==> config.mk <==
export PLATFORM = sky130hd
export DESIGN_NAME = sc_reset_request
export DESIGN_NICKNAME = d
export VERILOG_FILES = /design/src/rtl/sc_reset_request.sv
export SDC_FILE = /design/constraint.sdc
export NUM_CORES = 1
export LEC_CHECK = 0
export ABC_AREA = 1
export CAP_MARGIN = 5
export CORE_MARGIN = 2
export CORE_UTILIZATION = 60
export DETAILED_ROUTE_END_ITERATION = 7
export PLACE_DENSITY = 0.78
export SLEW_MARGIN = 30
export SYNTH_ARGS = -nofsm -noshare
export SYNTH_HDL_FRONTEND = slang
export SYNTH_SLANG_ARGS = --single-unit
==> constraint.sdc <==
create_clock -name SC_RESETREQ_CLOCK_50 -period 3.23 [get_ports SC_RESETREQ_CLOCK_50]
set_clock_uncertainty 0.1 [all_clocks]
set_input_delay 0.323 -clock SC_RESETREQ_CLOCK_50 [delete_from_list [all_inputs] [get_ports SC_RESETREQ_CLOCK_50]]
set_output_delay 0.323 -clock SC_RESETREQ_CLOCK_50 [all_outputs]
set_load 0.05 [all_outputs]
==> src/rtl/sc_reset_request.sv <==
// sc_reset_request: game-level restart request generator.
// Debounces the raw active-low START button, emits a fixed-length
// active-high REQUEST pulse, then enforces a cooldown window before
// reporting DONE. Clocked and reset from the raw board reset only.
// Optional feature macro: SC_RESETREQ_AUTORESTART_EN -- when defined, a
// rising edge on GAMEOVER also triggers a request from IDLE.
module sc_reset_request #(
  parameter int DEBOUNCE_CYCLES = 4,
  parameter int PULSE_CYCLES    = 8,
  parameter int COOLDOWN_CYCLES = 16,
  parameter int CNT_WIDTH       = 20
) (
  input  logic SC_RESETREQ_CLOCK_50,
  input  logic SC_RESETREQ_RESET_InHigh,
  input  logic SC_RESETREQ_START_InLow,
  input  logic SC_RESETREQ_GAMEOVER_InHigh,
  output logic SC_RESETREQ_REQUEST_OUT,
  output logic SC_RESETREQ_BUSY_OUT,
  output logic SC_RESETREQ_DONE_OUT
);

  typedef enum logic [1:0] {
    ST_IDLE     = 2'd0,
    ST_ASSERT   = 2'd1,
    ST_COOLDOWN = 2'd2
  } state_t;

  logic                 clk;
  logic                 rst;
  logic                 start_sync_p0;
  logic                 start_sync_p1;
  logic                 start_deb;
  logic [CNT_WIDTH-1:0] deb_cnt;
  logic                 press_p2;
  logic                 trigger;

  state_t               state;
  state_t               state_next;
  logic [CNT_WIDTH-1:0] cnt;
  logic [CNT_WIDTH-1:0] cnt_next;
  logic                 request_d;
  logic                 busy_d;
  logic                 done_d;

  assign clk = SC_RESETREQ_CLOCK_50;
  assign rst = SC_RESETREQ_RESET_InHigh;

  // Two-flop synchronizer for the asynchronous START button (idles high)
  always_ff @(posedge clk) begin
    if (rst) begin
      start_sync_p0 <= 1'b1;
      start_sync_p1 <= 1'b1;
    end else begin
      start_sync_p0 <= SC_RESETREQ_START_InLow;
      start_sync_p1 <= start_sync_p0;
    end
  end

  // Debounce: accept a level change after DEBOUNCE_CYCLES consecutive
  // mismatching cycles; a 1->0 acceptance is registered as a press event
  always_ff @(posedge clk) begin
    if (rst) begin
      start_deb <= 1'b1;
      deb_cnt   <= '0;
      press_p2  <= 1'b0;
    end else begin
      press_p2 <= 1'b0;
      if (deb_cnt == CNT_WIDTH'(DEBOUNCE_CYCLES)) begin
        start_deb <= ~start_deb;
        press_p2  <= start_deb;
        deb_cnt   <= '0;
      end else if (start_sync_p1 != start_deb) begin
        deb_cnt <= deb_cnt + CNT_WIDTH'(1);
      end else begin
        deb_cnt <= '0;
      end
    end
  end

`ifdef SC_RESETREQ_AUTORESTART_EN
  logic gameover_prev;
  logic gameover_rise_p0;

  // GAMEOVER rising-edge detector; prev resets high so a level held
  // through reset is not mistaken for a new edge
  always_ff @(posedge clk) begin
    if (rst) begin
      gameover_prev    <= 1'b1;
      gameover_rise_p0 <= 1'b0;
    end else begin
      gameover_prev    <= SC_RESETREQ_GAMEOVER_InHigh;
      gameover_rise_p0 <= SC_RESETREQ_GAMEOVER_InHigh & ~gameover_prev;
    end
  end

  assign trigger = press_p2 | gameover_rise_p0;
`else
  logic unused_gameover;
  assign unused_gameover = SC_RESETREQ_GAMEOVER_InHigh;
  assign trigger         = press_p2;
`endif

  // State register with registered outputs
  always_ff @(posedge clk) begin
    if (rst) begin
      state                   <= ST_IDLE;
      cnt                     <= '0;
      SC_RESETREQ_REQUEST_OUT <= 1'b0;
      SC_RESETREQ_BUSY_OUT    <= 1'b0;
      SC_RESETREQ_DONE_OUT    <= 1'b0;
    end else begin
      state                   <= state_next;
      cnt                     <= cnt_next;
      SC_RESETREQ_REQUEST_OUT <= request_d;
      SC_RESETREQ_BUSY_OUT    <= busy_d;
      SC_RESETREQ_DONE_OUT    <= done_d;
    end
  end

  // Next-state logic; triggers outside IDLE are simply dropped
  always_comb begin
    state_next = state;
    cnt_next   = cnt;
    case (state)
      ST_IDLE: begin
        if (trigger) begin
          state_next = ST_ASSERT;
          cnt_next   = '0;
        end
      end
      ST_ASSERT: begin
        if (cnt == CNT_WIDTH'(PULSE_CYCLES - 1)) begin
          state_next = ST_COOLDOWN;
          cnt_next   = '0;
        end else begin
          cnt_next = cnt + CNT_WIDTH'(1);
        end
      end
      ST_COOLDOWN: begin
        if (cnt == CNT_WIDTH'(COOLDOWN_CYCLES - 1)) begin
          state_next = ST_IDLE;
          cnt_next   = '0;
        end else begin
          cnt_next = cnt + CNT_WIDTH'(1);
        end
      end
      default: begin
        state_next = ST_IDLE;
        cnt_next   = '0;
      end
    endcase
  end

  // Output decode from the upcoming state, registered above
  always_comb begin
    request_d = (state_next == ST_ASSERT);
    busy_d    = (state_next == ST_ASSERT) || (state_next == ST_COOLDOWN);
    done_d    = (state == ST_COOLDOWN) && (state_next == ST_IDLE);
  end

endmodule

# After elaboration in Yosys (flattened, before gate mapping)
# Cells that the tools add are included.
[op_classes]
mux = 8
bitwise_logic = 3
addsub = 2
div = 0
magnitude_cmp = 0
n_reduce_logical = 6
mul = 0
shift = 0
n_eq_ne = 9
[op_table]
columns = ["operator", "n"]
rows = [
  ["$mux W20", 3],
  ["$pmux W20 S3", 1],
  ["$add A20 B1 Y20 const B", 2],
  ["$eq A20 B3 Y1 const B", 2],
  ["$eq A20 B4 Y1 const B", 1],
  ["$mux W2", 3],
  ["$pmux W2 S3", 1],
  ["$eq A2 B1 Y1 const B", 2],
  ["$eq A2 B2 Y1 const B", 2],
  ["$logic_not A2 Y1", 2],
  ["$not A1 Y1", 3],
  ["$reduce_or A3 Y1", 1],
  ["$ne A2 B2 Y1 const B", 1],
  ["$reduce_or A2 Y1", 1],
  ["$logic_and A1 B1 Y1", 1],
  ["$logic_or A1 B1 Y1", 1],
  ["$ne A1 B1 Y1", 1],
]
[word_totals]
input_bits = 4
ramBits = 0
reg_bits = 49
mem_count = 0
latch_bits = 0
mem_bits_ro = 0
out_inout_bits = 3
elab_cells = 38

# Depth between registers and ports, before layout
# Gate-level depths: netlist (run 1).
[depth]
ltp_word = 5
mapped_depth = 12
depth_no_buf = 11

# Worst setup path before layout (run 1)
# OpenSTA, ideal clock, no wires.
[synth_timing]
kind = "reg-to-reg"
start = "reg state[0]"
end = "reg SC_RESETREQ_BUSY_OUT"
t_required_ns = 3.001
period_less_slack_ns = 1.833
arrival_time_ns = 1.604
setup_ns = 0.129
path_slack_ns = 1.397
path_buffers = 1
path_stages_with_launch = 12
cell_sequence = "dfxtp_1 -> inv_1 -> ha_1 -> inv_1 -> nor2_1 -> buf_4 -> inv_1 -> nand3_1 -> nand3b_1 -> ha_1 -> inv_1 -> nor2_1"
[synth_via]
elab_chain_len = 4
elab_cells_between_ends = 10
cone_classes = "eq/ne (4); mux (4); reduce/logical (2)"
[synth_rtl]
columns = ["item", "line_no", "text"]
rows = [
  ["start: declaration", "37", "state_t state;"],
  ["start signal: assignment", "112", "state <= state_next;"],
  ["$eq A2 B2 Y1 (tied with other cells)", "124", "case (state)"],
  ["$pmux W2 S3 (*)", "124", ""],
  ["$eq A2 B1 Y1 / $eq A2 B2 Y1 (equally long branches)", "157", "busy_d = (state_next == ST_ASSERT) || (state_next == ST_COOLDOWN);"],
  ["$logic_or A1 B1 Y1 (*)", "157", ""],
  ["named net busy_d", "42", "logic busy_d;"],
  ["end signal: assignment", "115", "SC_RESETREQ_BUSY_OUT <= busy_d;"],
  ["end: declaration", "18", "output logic SC_RESETREQ_BUSY_OUT,"],
]
# Mark *: on every way through the listed nets, which the timed path passes. The rest lies on a longest branch.
# A chain may end at the register's enable or synchronous reset.

# Worst setup path after layout (run 1)
[layout_timing]
start = "reg cnt[1]"
end = "reg SC_RESETREQ_BUSY_OUT"
[layout_via]
elab_chain_len = 5
elab_cells_between_ends = 8
cone_classes = "eq/ne (4); mux (3); reduce/logical (1)"
[layout_rtl]
columns = ["item", "line_no", "text"]
rows = [
  ["start: declaration", "39", "logic [CNT_WIDTH-1:0] cnt;"],
  ["start signal: assignment", "113", "cnt <= cnt_next;"],
  ["$eq A20 B4 Y1 / $eq A20 B3 Y1 (equally long branches)", "140, 132", ""],
  ["$mux W2 (on tied branches)", "140, 132", ""],
  ["$pmux W2 S3 (*)", "124", ""],
  ["$eq A2 B1 Y1 / $eq A2 B2 Y1 (equally long branches)", "157", ""],
  ["$logic_or A1 B1 Y1 (*)", "157", ""],
  ["named net busy_d", "42", ""],
]
# Marked as above.

==> reports/qor.yml, run 1 <==
holdBufCountCts: 0
ctsRootBufferMaster: "clkbuf_8"
filler_cell_count: 382
synth_compound_area_share_pct: 9.60
p_per_area_nw_per_um2: 362
muxShareOfSynthArea_pct: 0
synth_top_cell_by_area: "dfxtp_1"
maxSlewHeadroom_pct: 46.7
grt_pass1_vias: 2262
crit_type: "reg2reg"
finalHoldViolCount: 0
status: "finished, final reports clean"
synth_flop_cell: "dfxtp_1"
path_cells: "ha_1 -> nand2_1 -> nor2_4 -> nand3_1 -> nand2_1 -> nand2_2 -> o21ai_2 -> ha_1 -> inv_1 -> nor2_1"
hp-class: "reg2reg"
period_minus_slack_ps: 2220
cts.repair.resized: 0
synth_edf_count: 0
io_buffers: 5
critPathMaxFanout: 21
synth_top_family_by_area: "simple AND/OR/NAND/NOR gates"
dp_hpwl_mm: 3.88
clock_latency_ps: 300
syn_area_um2: 2750
final_nets: 415
synthSimpleGateAreaFrac_pct: 38.2
wire_per_inst_um: 12.0
cpPeakStageDelay_ps: 360
placedInstanceArea_um2: 2820
remaining_drc_errors: 0
drtAntennaViolNets: 0
synth_cells: 397
initial_core_util_pct: 62.7
yosysMostFrequentCell: "nand2_1"
combPwrFrac_pct: 1.5
drt_iter0_drc: 172
seq_area_frac_synth_pct: 35.7
swShare_pct: 20.6
min_period_over_period_pct: 68.9
p_seq_share_pct: 57.1
cts_tree: "built"
cp.required_ps: 3320
clock_sinks: 49
htreeDepth: 2
viasPerCell: 5.37
cts_buffer_depth: 2
yosys.area.top_type_share_pct: 35.7
grt_start_max_net_pins: 24
leakagePower_nw: 1.03
setup_viol: 0
worst_slew_pin_slew_ps: 799
post_cts_buffers: 0
synth_commonest_cells: "nand2_1 (85), nor2_1 (51), dfxtp_1 (49)"
ys_ff_latch: 49
diodes: 0
die_area_um2: 5140
yosys_warnings: 0
wl_mm: 5.46
fmax_mhz: 449
avgSynthCellArea_um2: 6.93
chipWidth_um: 71.7
synth_xor_area_share_pct: 4.14
crit_arrival_ps: 2320
num_rows: 24
fin_setup_tns_ps: 0
die_y_um: 71.7
gr-total-overflow: 0
crit_slowest_cell: "dfxtp_1"
internal_power_mw: 0.843
core_area_um2: 4380
numCtsBuffers: 5
fin_area_um2: 2930
start_kind: "flop"
clockPowerShare_pct: 41.4
async_flop_share_pct: 0
vias: 2444
grt.total_usage_pct: 24.0
cp-end-kind: "flop"
p_total_mw: 1.06
ir_drop_uv: 316
synth_nets: 410
synthAdderAreaFrac_pct: 4.09
synth_area_leaders: "dfxtp_1 (36%), nand2_1 (12%), nor2_1 (7.0%)"
max-cap-violations: 0
dr.pass1.iters: 4
grt_first_pass_wirelength_mm: 9.99
ys_types: 33
p_sw_mw: 0.218
ioPinCount: 7
final_max_slew_viol_count: 0
antenna_found_initial: 0
clkTransAtPathRegs_ps: 90
fin_hold_ws_ps: 318
drive_gt1_share_pct: 9.18
area_delta_synth_final_pct: 6.64
place_congestion: 0.858
rsz0062_at_grt: "false"
-- layer usage --
metal	GRT usage, %	routed length, um	vias up
met3	4.36	233	4
met5	0	0	-
met2	35.0	2300	47
met4	7.34	59	0
li1	-	-	1296
met1	35.9	2870	1097
-- logic make-up after synthesis --
group	count (synthesis)
buf+inv	54
flops	49
simple gates	223
fa+ha+maj	9
xor+xnor	13
compound gates	49
-- worst max-delay path: cells and delay by family, from the launching register on --
| kind | cells | cell delay (ps) |
|---|---|---|
| adders and majority gates | 2 | 450 |
| and+or+nand+nor | 6 | 890 |
| DFF | 1 | 360 |
| buffers and inverters | 1 | 50 |
| AOI/OAI and AO/OA | 1 | 270 |
-- sequential cells by signal, summed over array words and instances, names as in the netlist --
name                     flops
SC_RESETREQ_BUSY_OUT         1
start_sync_p0                1
deb_cnt                     20
SC_RESETREQ_DONE_OUT         1
state                        2
start_deb                    1
SC_RESETREQ_REQUEST_OUT      1
start_sync_p1                1
press_p2                     1
cnt                         20
-- layout make-up --
type                    instances  area, um2  area share (%)
clock buffers                   6       72.6            2.47
clock inverters                 2       38.8            1.32
multi-input cells             294       1540            52.6
repair buffers                  7       65.1            2.22
flip-flops and latches         49        981            33.4
well taps                      52       65.1            2.22
inverters                      45        169            5.76
-- power by group through the flow --
| stage | Combinational, mW | Clock, mW | Sequential [mW] |
|---|---|---|---|
| floorplan | 0.00988 | 0 | 0.620 |
| global placement | 0.0159 | 0 | 0.620 |
| detailed placement | 0.0158 | 0 | 0.620 |
| CTS | 0.0158 | 0.450 | 0.606 |
| global route | 0.0181 | 0.476 | 0.606 |
| finish | 0.0159 | 0.440 | 0.606 |
-- metrics by stage --
| stage | instances | util [%] | setup WS, ps |
|---|---|---|---|
| after floorplan | 397 | - | 1400 |
| after global placement | 447 | 64.4 | 1030 |
| after detailed placement | 447 | 64.4 | 1030 |
| after CTS | 455 | 66.9 | 1000 |
| after global routing | 455 | 66.9 | 806 |
| final | 455 | 66.9 | 1010 |
-- worst paths after layout --
| check | start | endpoint | slack (ps) | cells after the start |
|---|---|---|---|---|
| worst max-delay path | cnt[1] | SC_RESETREQ_BUSY_OUT | 1010 | 10 |
| worst min-delay path | start_sync_p0 | start_sync_p1 | 320 | 1 |
| worst max register to register | cnt[1] | SC_RESETREQ_BUSY_OUT | 1010 | 10 |
| worst min register to register | start_sync_p0 | start_sync_p1 | 320 | 1 |
-- layout by cell type, fill, tap and decap left out, types with 3 or more instances in the layout --
master / count
a21oi_1: 31
clkbuf_8: 5
clkdlybuf4s50_1: 5
dfxtp_1: 49
ha_1: 9
inv_1: 43
nand2_1: 85
nand3_1: 36
nand3_2: 3
nand3b_1: 3
nand4_1: 11
nor2_1: 51
nor2_2: 7
nor2_4: 3
nor3_1: 12
o21ai_0: 12
or2_2: 4
xor2_1: 11
Note: power is estimated with default switching activity, not from simulation.
==> run 2: changes to the inputs <==
==> constraint.sdc (replaced) <==
create_clock -name SC_RESETREQ_CLOCK_50 -period 2.19 [get_ports SC_RESETREQ_CLOCK_50]
set_clock_uncertainty 0.1 [all_clocks]
set_input_delay 0.219 -clock SC_RESETREQ_CLOCK_50 [delete_from_list [all_inputs] [get_ports SC_RESETREQ_CLOCK_50]]
set_output_delay 0.219 -clock SC_RESETREQ_CLOCK_50 [all_outputs]
set_load 0.05 [all_outputs]
==> reports/qor.yml, run 2 (same netlist as run 1, synthesis figures left out) <==
ioPinCount: 7  # unchanged
critPathMaxFanout: 5  # -76%
crit_type: "reg2reg"
min_period_over_period_pct: 86.0  # +17 points
initial_core_util_pct: 62.7  # unchanged
htreeDepth: 2  # unchanged
max-cap-violations: 0  # unchanged
pre_cts_ws_ps: 335  # -694 ps
final_cells: 458  # +0.66%
final_max_slew_viol_count: 0  # unchanged
grt_first_pass_wirelength_mm: 9.64  # -3.5%
wire_per_inst_um: 11.8  # -1.9%
dr.pass1.iters: 5  # +1
drive_gt1_share_pct: 9.85  # +0.67 points
cts_buffer_depth: 2  # unchanged
ctsRootBufferMaster: "clkbuf_8"
ir_drop_uv: 337  # +6.7%
dp_hpwl_mm: 3.81  # -1.7%
clkTransAtPathRegs_ps: 90  # about the same
rsz0062_at_grt: "false"
area_delta_synth_final_pct: 7.46
final_nets: 418  # +0.72%
wl_mm: 5.39  # -1.3%
antenna_found_initial: 0  # unchanged
numCtsBuffers: 5  # unchanged
p_per_area_nw_per_um2: 529  # +46%
cts.repair.resized: 0  # unchanged
remaining_drc_errors: 0  # unchanged
layout_commonest_cell: "nand2_1"
setup_slack_ps: 307  # -698 ps
top_regs: "cnt: 20 flops, deb_cnt: 20 flops, state: 2 flops"
grt_start_max_net_pins: 23  # -4.2%
viasPerCell: 5.34  # -0.66%
grt.total_usage_pct: 23.0  # -0.91 points
io_buffers: 5  # unchanged
layout_common_cells: "nand2_1 (85), nor2_1 (51), dfxtp_1 (49), inv_1 (43), nand3_1 (36)"
hp-class: "reg2reg"
clock_sinks: 49  # unchanged
diodes: 0  # unchanged
holdBufCountCts: 0  # unchanged
period_minus_slack_ps: 1880  # -342 ps
die_area_um2: 5140  # unchanged
post_cts_buffers: 0  # unchanged
core_area_um2: 4380  # unchanged
cp-end-kind: "flop"
chipWidth_um: 71.7  # unchanged
clock_latency_ps: 300  # about the same
num_rows: 24  # unchanged
drtAntennaViolNets: 0  # unchanged
setup_viol: 0  # unchanged
worst_slew_pin_slew_ps: 486  # -313 ps
dp_cells: 450  # +0.67%
place_congestion: 0.901  # +5.1%
cts_tree: "built"
maxSlewHeadroom_pct: 67.5  # +21 points
leakagePower_nw: 1.05  # +1.6%
vias: 2444  # unchanged
fin_setup_tns_ps: 0  # unchanged
drt_iter0_drc: 190  # +10%
status: "finished, final reports clean"
finalHoldViolCount: 0  # unchanged
grt_pass1_vias: 2187  # -3.3%
filler_cell_count: 380  # -0.52%
gr-total-overflow: 0  # unchanged
start_kind: "flop"
crit_arrival_ps: 1970  # -350 ps
cp.required_ps: 2280  # -1040 ps
fmax_mhz: 531  # +18%
die_y_um: 71.7  # unchanged
run 2: changes by cell type in the layout (fill, tap and decap cells not counted):
| cell | change |
|---|---|
| buf_4 | +3 |
run 2: report_power, final:
| part | total, mW | switching (mW) | leakage (nW) | internal (mW) |
|---|---|---|---|---|
| clock | 0.647 | 0.304 | 0.0554 | 0.343 |
| sequential | 0.894 | 0.00128 | 0.395 | 0.892 |
| combinational | 0.0237 | 0.0156 | 0.595 | 0.00805 |
run 2: path summary, 6_finish.rpt:
check / startpoint / endpoint / slack [ps] / depth (start not counted)
min: start_sync_p0 / start_sync_p1 / 320 / 1
min reg2reg: start_sync_p0 / start_sync_p1 / 320 / 1
max reg2reg: deb_cnt[0] / deb_cnt[16] / 310 / 8
max: deb_cnt[0] / deb_cnt[16] / 310 / 8
run 2: worst max-delay path, stage by stage, from the launching register on:
cell	delay, ps
dfxtp_1	420
ha_1	290
nand3_2	130
nor2_2	170
nand2_1	140
nor2_2	150
nand4_1	130
xor2_1	190
nor2_2	40
run 2: routing by layer:
layer	up-vias	wire (um)	GRT usage, %
met5	-	0	0
met4	0	72	6.92
met3	8	272	3.80
met2	49	2210	34.4
met1	1086	2830	34.2
li1	1301	-	-
run 2: final cells by class:
| class | instances | area [um2] | share of cell area, % |
|---|---|---|---|
| clock buffers | 6 | 72.6 | 2.46 |
| clock inverters | 2 | 38.8 | 1.31 |
| inverters | 45 | 169 | 5.72 |
| multi-input cells | 294 | 1540 | 52.2 |
| flip-flops and latches | 49 | 981 | 33.2 |
| well taps | 52 | 65.1 | 2.20 |
| repair buffers | 10 | 87.6 | 2.96 |
run 2: per-stage QoR:
stage | util, % | power, mW | hold WS (ps) | cell area [um2]
after floorplan | - | 0.929 | 223 | 2750
after global placement | 64.9 | 0.938 | 296 | 2840
after detailed placement | 64.9 | 0.938 | 302 | 2840
after CTS | 67.4 | 1.58 | 326 | 2960
after global routing | 67.4 | 1.61 | 352 | 2960
final | 67.4 | 1.56 | 324 | 2960
==> run 3: changes to the inputs <==
--- a/config.mk
+++ b/config.mk
@@ -9,9 +9,11 @@
 export CAP_MARGIN = 5
 export CORE_MARGIN = 2
 export CORE_UTILIZATION = 60
+export CTS_BUF_LIST = sky130_fd_sc_hd__clkbuf_4
 export DETAILED_ROUTE_END_ITERATION = 7
 export PLACE_DENSITY = 0.78
 export SLEW_MARGIN = 30
 export SYNTH_ARGS = -nofsm -noshare
 export SYNTH_HDL_FRONTEND = slang
 export SYNTH_SLANG_ARGS = --single-unit
+export TNS_END_PERCENT = 30
==> reports/qor.yml, run 3 (same netlist as run 1, synthesis figures left out) <==
fmax_mhz: 531  # about the same
rsz0062_at_grt: "false"
clock_sinks: 49  # unchanged
crit_type: "reg2reg"
fin_hold_ws_ps: 306  # -17.6 ps
max-cap-violations: 0  # unchanged
drive_gt1_share_pct: 10.1  # +0.25 points
clock_latency_ps: 360  # +60 ps
grtUsageMet1_pct: 33.8  # -0.44 points
cp-end-kind: "flop"
finalHoldViolCount: 0  # unchanged
crit_slowest_cell: "dfxtp_1"
min_period_over_period_pct: 86.0  # about the same
setup_viol: 0  # unchanged
remaining_drc_errors: 0  # unchanged
num_rows: 24  # unchanged
drt_iter0_drc: 205  # +7.9%
antenna_found_initial: 0  # unchanged
ioPinCount: 7  # unchanged
period_minus_slack_ps: 1880  # +1.11 ps
p_total_mw: 1.46  # -6.6%
dp_cells: 450  # unchanged
cp.required_ps: 2350  # +70 ps
status: "finished, final reports clean"
cts_buffer_depth: 2  # unchanged
final_cells: 458  # unchanged
r2r-start: "deb_cnt[0]"
fin_setup_tns_ps: 0  # unchanged
cts.repair.resized: 0  # unchanged
filler_cell_count: 385  # +1.3%
core_area_um2: 4380  # unchanged
initial_core_util_pct: 62.7  # unchanged
layout_common_cells: "nand2_1 (85), nor2_1 (51), dfxtp_1 (49), inv_1 (43), nand3_1 (36)"
chipWidth_um: 71.7  # unchanged
top_usage_layer: "met2"
seq_area_um2: 981  # unchanged
leakagePower_nw: 1.04  # -0.91%
vias: 2406  # -1.6%
dr.pass1.iters: 5  # unchanged
wl_mm: 5.34  # -1.0%
grt_first_pass_wirelength_mm: 9.58  # -0.64%
diodes: 0  # unchanged
final_nets: 418  # unchanged
worst_path_most_repeated_cell: "nor2_2"
start_kind: "flop"
path_cells: "ha_1 -> nand3_2 -> nor2_2 -> nand2_1 -> nor2_2 -> nand4_1 -> xor2_1 -> nor2_2"
numCtsBuffers: 5  # unchanged
layout_commonest_cell: "nand2_1"
grt_start_max_net_pins: 23  # unchanged
holdBufCountCts: 0  # unchanged
top_regs: "cnt: 20 flops, deb_cnt: 20 flops, state: 2 flops"
maxSlewHeadroom_pct: 67.5  # unchanged
crit_arrival_ps: 2040  # +70 ps
area_delta_synth_final_pct: 6.46
dp_hpwl_mm: 3.81  # unchanged
critPathMaxFanout: 5  # unchanged
p_per_area_nw_per_um2: 499  # -5.7%
multiInputGateArea_um2: 1540  # unchanged
io_buffers: 5  # unchanged
cp-startpoint: "deb_cnt[0]"
ctsRootBufferMaster: "clkbuf_4"
wire_per_inst_um: 11.7  # -1.0%
use_met3_pct: 4.22  # +0.42 points
drtAntennaViolNets: 0  # unchanged
cpPeakStageDelay_ps: 440  # +20 ps
viasPerCell: 5.25  # -1.6%
post_cts_buffers: 0  # unchanged
final_max_slew_viol_count: 0  # unchanged
grt.total_usage_pct: 22.9  # -0.18 points
grt_pass1_vias: 2187  # unchanged
place_congestion: 0.901  # unchanged
die_area_um2: 5140  # unchanged
clkTransAtPathRegs_ps: 140  # +50 ps
htreeDepth: 2  # unchanged
gr-total-overflow: 0  # unchanged
min-delay-start: "SC_RESETREQ_START_InLow"
hp-class: "in2reg"
worst_slew_pin_slew_ps: 486  # -0.000238 ps
cts_tree: "built"
use_met2_pct: 34.3  # -0.10 points
die_y_um: 71.7  # unchanged
ir_drop_uv: 312  # -7.4%
-- run 3: changes by cell type in the layout (fill, tap and decap cells not counted) --
cell      delta
clkbuf_4     +6
clkbuf_1     -1
clkbuf_8     -5
-- run 3: layer usage --
layer / up-vias / wire length [um]
met5: - / 0
met4: 0 / 43
met3: 4 / 175
met2: 34 / 2270
met1: 1067 / 2840
li1: 1301 / -
-- run 3: report_power, final --
group | internal [mW] | leakage [nW] | switching [mW] | total, mW
combinational | 0.00804 | 0.595 | 0.0160 | 0.0241
sequential | 0.894 | 0.395 | 0.00128 | 0.895
clock | 0.256 | 0.0459 | 0.286 | 0.542
-- run 3: path summary, 6_finish.rpt --
kind                    to  slack [ps]  depth (start not counted)
max            deb_cnt[16]         310                          8
min          start_sync_p0         310                          2
max reg2reg    deb_cnt[16]         310                          8
min reg2reg  start_sync_p1         330                          1
-- run 3: final cells by class --
| class | count | area share, % |
|---|---|---|
| clock buffer | 6 | 1.54 |
| clock inverter | 2 | 1.32 |
| inverter | 45 | 5.77 |
| multi-input combinational | 294 | 52.6 |
| sequential | 49 | 33.5 |
| tap | 52 | 2.22 |
| timing repair buffer | 10 | 2.99 |
-- run 3: per-stage QoR --
step           cell area (um2)  worst slack (ps)  util (%)
2_1_floorplan             2750               357         -
3_3_place_gp              2840               363      64.9
3_5_place_dp              2840               335      64.9
6_report                  2930               306      66.8
5_1_grt                   2930               135      66.8
4_1_cts                   2930               313      66.8
-- run 3: critical path: cells and delay by family, from the launching register on --
kind                     cells  cell delay, ps
AND/OR/NAND/NOR              6             760
flip-flops                   1             440
adder cells (fa/ha/maj)      1             290
XOR/XNOR                     1             190
